--- src/rtl/pipeline_pkg.sv ---
// Shared pipeline types: the IF->ID bundle and the default IF/ID buffer depth.
package pipeline_pkg;

  localparam int unsigned PIPE_XLEN       = 32;
  localparam int unsigned IFID_FIFO_DEPTH = 2;

  typedef struct packed {
    logic [PIPE_XLEN-1:0] pc;
    logic [PIPE_XLEN-1:0] pc_plus4;
    logic [PIPE_XLEN-1:0] instr;
  } ifid_t;

endpackage

--- src/rtl/ifid_fifo.sv ---
// Elastic IF->ID buffer: valid/ready on both sides, flush discards everything
// fetched but not yet decoded. Flags come only from the registered pointers,
// so there is no combinational path from in_valid/out_ready to any output.
module ifid_fifo
  import pipeline_pkg::*;
#(
  parameter int unsigned XLEN  = PIPE_XLEN,
  parameter int unsigned DEPTH = IFID_FIFO_DEPTH
) (
  input  logic                       clk,
  input  logic                       reset,
  input  logic                       in_valid,
  output logic                       in_ready,
  input  ifid_t                      in_data,
  output logic                       out_valid,
  input  logic                       out_ready,
  output ifid_t                      out_data,
  input  logic                       flush,
  output logic [$clog2(DEPTH+1)-1:0] count
);

  localparam int unsigned IDX_W = $clog2(DEPTH);
  localparam int unsigned PTR_W = IDX_W + 1;
  localparam int unsigned CNT_W = $clog2(DEPTH+1);
  localparam logic [PTR_W-1:0] PTR_ONE = 1;

  // Raw storage width is tied to XLEN; the cast on read requires it to match ifid_t.
  typedef logic [3*XLEN-1:0] entry_t;

  entry_t           mem_q [DEPTH];
  logic [PTR_W-1:0] wptr_q, wptr_d;
  logic [PTR_W-1:0] rptr_q, rptr_d;
  logic [PTR_W-1:0] diff;
  logic             empty, full;
  logic             push, pop, wr_en;

  // Status flags and outputs derived purely from the pointer registers.
  always_comb begin
    empty     = (wptr_q == rptr_q);
    full      = (wptr_q[IDX_W-1:0] == rptr_q[IDX_W-1:0]) &&
                (wptr_q[PTR_W-1] != rptr_q[PTR_W-1]);
    out_valid = !empty;
    in_ready  = !full;
    diff      = wptr_q - rptr_q;
    count     = diff[CNT_W-1:0];
    out_data  = ifid_t'(mem_q[rptr_q[IDX_W-1:0]]);
  end

  // Pointer next-state; flush wins and silently drops a coincident push.
  always_comb begin
    push   = in_valid && !full;
    pop    = !empty && out_ready;
    wptr_d = wptr_q;
    rptr_d = rptr_q;
    wr_en  = 1'b0;
    if (flush) begin
      rptr_d = wptr_q;
    end else begin
      if (push) begin
        wr_en  = 1'b1;
        wptr_d = wptr_q + PTR_ONE;
      end
      if (pop) begin
        rptr_d = rptr_q + PTR_ONE;
      end
    end
  end

  // Pointer registers; wrap bit overflows naturally modulo 2*DEPTH.
  always_ff @(posedge clk or posedge reset) begin
    if (reset) begin
      wptr_q <= '0;
      rptr_q <= '0;
    end else begin
      wptr_q <= wptr_d;
      rptr_q <= rptr_d;
    end
  end

  // Entry storage; cleared on reset so the head read is never X.
  always_ff @(posedge clk or posedge reset) begin
    if (reset) begin
      for (int i = 0; i < DEPTH; i++) begin
        mem_q[i] <= '0;
      end
    end else if (wr_en) begin
      mem_q[wptr_q[IDX_W-1:0]] <= in_data;
    end
  end

endmodule

--- config.mk ---
export PLATFORM = sky130hd
export DESIGN_NAME = ifid_fifo
export DESIGN_NICKNAME = d
export VERILOG_FILES = /design/src/rtl/pipeline_pkg.sv /design/src/rtl/ifid_fifo.sv
export SDC_FILE = /design/constraint.sdc
export NUM_CORES = 1
export LEC_CHECK = 0
export BUFFER_PORTS_ARGS = -buffer_cell sky130_fd_sc_hd__buf_2
export CELL_PAD_IN_SITES_DETAIL_PLACEMENT = 1
export CELL_PAD_IN_SITES_GLOBAL_PLACEMENT = 2
export CORE_ASPECT_RATIO = 2
export CORE_MARGIN = 2
export CORE_UTILIZATION = 34
export DETAILED_ROUTE_END_ITERATION = 6
export PLACE_DENSITY_LB_ADDON = 0.1
export SETUP_SLACK_MARGIN = 0.5
export SYNTH_ARGS = -nofsm -noshare
export SYNTH_HDL_FRONTEND = slang
export SYNTH_SLANG_ARGS = --single-unit
--- constraint.sdc ---
create_clock -name clk -period 6 [get_ports clk]
set_input_delay 1.2 -clock clk [delete_from_list [all_inputs] [get_ports clk]]
set_output_delay 1.2 -clock clk [all_outputs]
set_load 0.01 [all_outputs]
==> results.ini, run 1 <==
[run_status]
outcome=complete, no violations

[worst_hold_path]
hold_class=register to register

[logic_synthesis]
synth_area_per_cell_um2=15.9
synth_fp_nets=650
yosysTopAreaCell=dfrtp_1
ys_types=32
yosys_register_bits=196
synth_area_um2=8710
async_flop_share_pct=100
yosys_warnings=0
synth_edf_count=0
syn_inst=548
synthFlopType=dfrtp_1
yosysMostFrequentCell=mux2_2
yosysSeqAreaShare_pct=56.3
synthTopCellsByCount=mux2_2 (208), dfrtp_1 (196), mux2_1 (40), mux2_4 (40), clkbuf_1 (13)
synthTopCellsByArea=dfrtp_1 (56%), mux2_2 (27%), mux2_4 (6.9%)
synth_top_cell_area_share_pct=56.3

[layout]
fin_nets=843
drive_gt1_share_pct=65.3
final_cells=1090
antennaDiodeCount=0
area_delta_synth_final_pct=22.5

[clock_tree]
numCtsBuffers=17
postCtsSetupBuffers=0
ctsHoldBuffers=0
clkSlewWorstSetupHoldPaths_ns=0.07
cts_root_buf=clkbuf_16
clock-sinks=196
clk_path_buf_depth=2
insertion_delay_ns=0.44
cts_max_level=4
cts.repair.resized=0
cts_tree=built

[setup_path]
arrival_ns=2.71
startpoint=rptr_q[0]
worstSetupEndpoint=out_data[87]
critPathBufInv=2
r2r-start=rptr_q[0]
crit_type=register to primary output
endpoint_kind=primary output
r2r_cells=4
slowest_stage=dfrtp_4
r2r_slack_ns=2.42
slowest_delay_ns=0.90
worstSetupStartpointType=register
r2r_end=mem_q[188]
critical_path_depth=3
cp_top_family=flip-flops
path_max_fanout=56
path_cells=buf_4, mux2_2, buf_2
cp_data_required_time_ns=4.80

[sta]
maxSlewViolCount=0
hold_viol=0
tightestPinTransition_ns=1.17
finalCritPeriodShare_pct=65.2
clock_skew_ns=0.00859
relSlewSlack_pct=21.8
tns_ns=0
rsz0062_at_grt=false
fmax_ghz=0.256
finalCriticalPeriod_ns=3.91
final-setup-viol-count=0

[global_routing]
overflow=0
first_global_vias=6029
grt_max_degree=171
grt_pass1_wl_um=33400
grt_usage_pct=16.3
antenna_found_initial=0

[placed_design]
io_buffers=200
hpwl_um=14100
globalplace.congestion=0.718
numPlacedInstances=1058

[route]
drc=0
postRouteAntennaNets=0
drt_wl_total_um=21000
drt-met1-wl_um=8100
drt_iter0_drc=193
top_layer=met4
dr.pass1.iters=4
vias_per_cell=4.76
wl_met2_um=11500
wl_per_cell_um=19.3
met3_length_um=1120
vias=5186

[floorplanning]
die_h_um=230
initial_utilization_pct=34.7
boundaryPins=201
die_x_um=117
coreArea_um2=25100
rows=82
die_area_um2=27000

[pwr]
p_sw_share_pct=33.0
combPwrFrac_pct=43.3
p_leak_nw=4.82
p_seq_share_pct=37.4
p_per_area_nw_per_um2=602
power.internal_mw=4.30
power.switching_mw=2.12
p_clk_share_pct=19.3
vdd_ir_drop_max_mv=0.410

[job]
cap_viol_max_count=0

registers in the layout, summed over array words and instances, names as in the netlist:
name and cells:
mem_q 192, rptr_q 2, wptr_q 2
metal layers:
layer / vias up / GRT usage [%]
met2: 128 / 29.1
li1: 2337 / -
met5: - / 0
met1: 2700 / 18.3
met4: 0 / 5.22
met3: 21 / 4.67
power by group through the flow:
stage,Sequential (mW),Combinational (mW),Clock (mW)
after CTS,2.42,2.85,1.29
after global routing,2.52,3.02,1.33
after floorplan,2.24,2.03,0
final,2.41,2.78,1.24
after global placement,2.38,2.78,0
after detailed placement,2.44,2.84,0
cells in the final DEF, fill, tap and decap left out, drive strengths merged, types with 2 or more instances in the layout:
| cell | count |
|---|---|
| a211oi | 2 |
| a21oi | 3 |
| buf | 207 |
| bufinv | 4 |
| clkbuf | 21 |
| clkinv | 5 |
| clkinvlp | 3 |
| dfrtp | 196 |
| inv | 2 |
| mux2 | 288 |
| nand2 | 3 |
| nand3 | 2 |
| nor2 | 2 |
| xor2 | 2 |
kinds of logic after synthesis:
| logic type | Yosys count | synth area share, % |
|---|---|---|
| AOI/OAI and AO/OA | 8 | 0.675 |
| xor gates and xnor gates | 3 | 0.388 |
| adders and majority gates | 1 | 0.144 |
| buffers and inverters | 36 | 2.51 |
| DFF | 196 | 56.3 |
| muxes | 289 | 39.1 |
| and+or+nand+nor | 15 | 0.948 |
worst min path at each step:
stage / startpoint / endpoint / slack (ns) / cells after the start
floorplan: mem_q[55] / mem_q[55] / 0.45 / 1
global placement: mem_q[64] / mem_q[64] / 0.46 / 1
detailed placement: mem_q[63] / mem_q[63] / 0.47 / 1
CTS: mem_q[63] / mem_q[63] / 0.49 / 1
global route: mem_q[75] / mem_q[75] / 0.51 / 1
finish: mem_q[63] / mem_q[63] / 0.48 / 1
stage by stage:
step	utilization [%]	power [mW]	area, µm²	hold slack [ns]	setup slack [ns]
after detailed placement	39.9	5.28	10000	0.473	2.21
after global placement	39.9	5.16	10000	0.461	2.26
after CTS	42.5	6.56	10700	0.489	1.97
after floorplan	-	4.27	8720	0.452	2.27
after global routing	42.5	6.87	10700	0.506	1.92
final	42.5	6.43	10700	0.483	2.09
cell type report:
class | instances | area (µm²)
fill | 2598 | 14500
sequential | 196 | 4910
multi-input combinational | 316 | 3610
timing repair buffer | 207 | 1080
clock buffer | 21 | 470
tap | 336 | 420
clock inverter | 11 | 175
inverter | 3 | 15.0
worst reg2reg max path: stages (launching register included):
cell	delay, ns
dfrtp_4	0.90
ha_1	0.52
a211oi_4	1.03
buf_4	0.60
mux2_2	0.42
Note: power is estimated with default switching activity, not from simulation.
==> run 2, diff against run 1 <==
Settings changed: CORE_UTILIZATION 34 to 38.
Clock period 6 ns to 3.6 ns, I/O delays scaled along.
==> run 2 against run 1 <==
Against the previous run:
- clock power is 69% higher
- critical path depth increased by 2
- first-iteration DRC count decreased by 33%
- largest cell class unchanged
- routed wire length shrank 1.0%
- cell area barely moved
- clock skew shrank 0.00074 ns
- combinational power up 72%
- highest routed layer unchanged
- sequential power is 62% higher
==> results.ini, run 2 (same netlist as run 1, synthesis figures left out) <==
[route]
drt_iter0_drc=129  ; -33%
vias=5212  ; +0.50%
drc=0  ; unchanged
top_layer=met4
vias_per_cell=5.03  ; +5.6%
dr.pass1.iters=4  ; unchanged
postRouteAntennaNets=0  ; unchanged
drt_wl_total_um=20800  ; -1.0%
met3_length_um=945  ; -15%
wl_per_cell_um=20.1  ; +4.1%
drt-met1-wl_um=7920  ; -2.2%
wl_met2_um=11600  ; +0.52%

[floorplanning]
coreArea_um2=22600  ; -9.9%
initial_utilization_pct=38.5  ; +3.8 points
rows=78  ; -4.9%
boundaryPins=201  ; unchanged
die_x_um=111  ; -5.2%
die_area_um2=24200  ; -10%
die_h_um=218  ; -5.3%

[sta]
finalCriticalPeriod_ns=2.87
finalCritPeriodShare_pct=79.7
tns_ns=0  ; unchanged
setup_ws_ns=0.731  ; -1.36 ns
final-setup-viol-count=0  ; unchanged
relSlewSlack_pct=34.3  ; +12 points
rsz0062_at_grt=false
hold_viol=0  ; unchanged
fmax_ghz=0.349
tightestPinTransition_ns=0.984  ; -0.185 ns
clock_skew_ns=0.00785  ; -0.000741 ns
maxSlewViolCount=0  ; unchanged

[global_routing]
first_global_vias=5962  ; -1.1%
grt_max_degree=102  ; -40%
antenna_found_initial=2  ; +2
grt_pass1_wl_um=33300  ; -0.23%
overflow=0  ; unchanged
grt_usage_pct=17.8  ; +1.5 points

[placed_design]
post-place-ws_ns=1.20  ; -1.01 ns
io_buffers=200  ; unchanged
globalplace.congestion=0.721  ; +0.42%
hpwl_um=14100  ; +0.38%
place_area_um2=10000  ; unchanged

[setup_path]
endpoint_kind=primary output
r2r_cells=5  ; +1
r2r-start=wptr_q[0]
worstSetupStartpointType=register
slowest_delay_ns=0.56  ; -0.34 ns
cp_data_required_time_ns=2.88  ; -1.92 ns
arrival_ns=2.15  ; -0.56 ns
slowest_stage=ha_1
path_max_fanout=10  ; -82%
path_cells=inv_1, ha_1, inv_1, or2_2, buf_2
r2r_slack_ns=1.27  ; -1.15 ns
crit_top_cell=inv_1
r2r_end=mem_q[149]
crit_type=register to primary output

[pwr]
power.internal_mw=7.22  ; +68%
p_seq_share_pct=36.3  ; -1.1 points
vdd_ir_drop_max_mv=0.567  ; +38%
power.switching_mw=3.55  ; +67%
p_total_mw=10.8  ; +68%
p_leak_nw=4.83  ; +0.33%
p_sw_share_pct=33.0  ; -0.075 points
p_per_area_nw_per_um2=1010  ; +68%
p_clk_share_pct=19.5  ; +0.2 points
combPwrFrac_pct=44.2  ; +0.9 points

[clock_tree]
postCtsSetupBuffers=0  ; unchanged
numCtsBuffers=17  ; unchanged
clock-sinks=196  ; unchanged
clk_path_buf_depth=2  ; unchanged
ctsHoldBuffers=0  ; unchanged
clkSlewWorstSetupHoldPaths_ns=0.07  ; about the same
insertion_delay_ns=0.45  ; about the same
cts_root_buf=clkbuf_16
cts.repair.resized=0  ; unchanged
cts_max_level=4  ; unchanged
cts_tree=built

[layout]
area_delta_synth_final_pct=22.6  ; about the same
top_regs=mem_q: 192 flops, rptr_q: 2 flops, wptr_q: 2 flops
layout_commonest_cell=mux2_2
fin_nets=844  ; +0.12%
regMostFlops=mem_q
stdcell_area_um2=10700  ; about the same
largest_reg_flops=192  ; unchanged
fillers=2322  ; -11%
fin_util_pct=47.2  ; +4.7 points
drive_gt1_share_pct=65.3  ; about the same
final_cell_mix=mux2_2 (208), buf_2 (200), dfrtp_1 (195), mux2_1 (40), mux2_4 (40)

[job]
cap_viol_max_count=0  ; unchanged

[run_status]
outcome=complete, no violations

[worst_hold_path]
hold_class=input port to async pin

## run 2: changes by cell type in the layout (fill, tap and decap cells not counted), moves of 2 or more
cell,delta
buf_12,+5
buf_4,-4
clkinv_4,-3
clkinvlp_4,+3
clkbuf_8,-2
diode_2,+2
## run 2: worst max path at each step
stage	depth (start not counted)	from	endpoint	slack [ns]
floorplan	1	reset	mem_q[0]	0.35
global placement	5	wptr_q[0]	out_valid	1.27
detailed placement	5	wptr_q[0]	out_valid	1.20
CTS	5	wptr_q[0]	out_valid	0.71
global route	5	wptr_q[0]	out_valid	0.62
finish	5	wptr_q[0]	out_valid	0.73
## run 2: power groups by stage
stage	Combinational [mW]	Clock [mW]	Sequential, mW
final	4.77	2.10	3.91
after global placement	4.74	0	3.84
after CTS	4.88	2.17	3.93
after global routing	5.13	2.26	4.08
after detailed placement	4.85	0	3.96
after floorplan	3.38	0	3.73
## run 2: cell type report
type	instances	area, µm²	area share [%]
antenna	2	5.00	0.0468
clock buffer	19	443	4.15
clock inverter	13	206	1.93
inverter	3	15.0	0.141
multi-input combinational	316	3610	33.8
sequential	196	4910	45.9
tap	280	350	3.28
timing repair buffer	208	1150	10.8
## run 2: critical path: cells and delay by family (launching register included)
family / cells / cell delay, ns
buf+inv: 3 / 0.38
fa+ha+maj: 1 / 0.56
simple gates: 1 / 0.31
flops: 1 / 0.45
## run 2: per-layer routing
layer	GRT usage [%]	vias to the layer above
met3	5.27	22
met1	19.8	2729
met2	32.2	127
met5	0	-
met4	6.63	0
li1	-	2334
## run 2: per-stage QoR
step,hold slack (ns),instances
final,0.475,1037
after global routing,0.481,1037
after CTS,0.473,1035
after detailed placement,0.473,1003
after global placement,0.461,1003
after floorplan,0.452,548
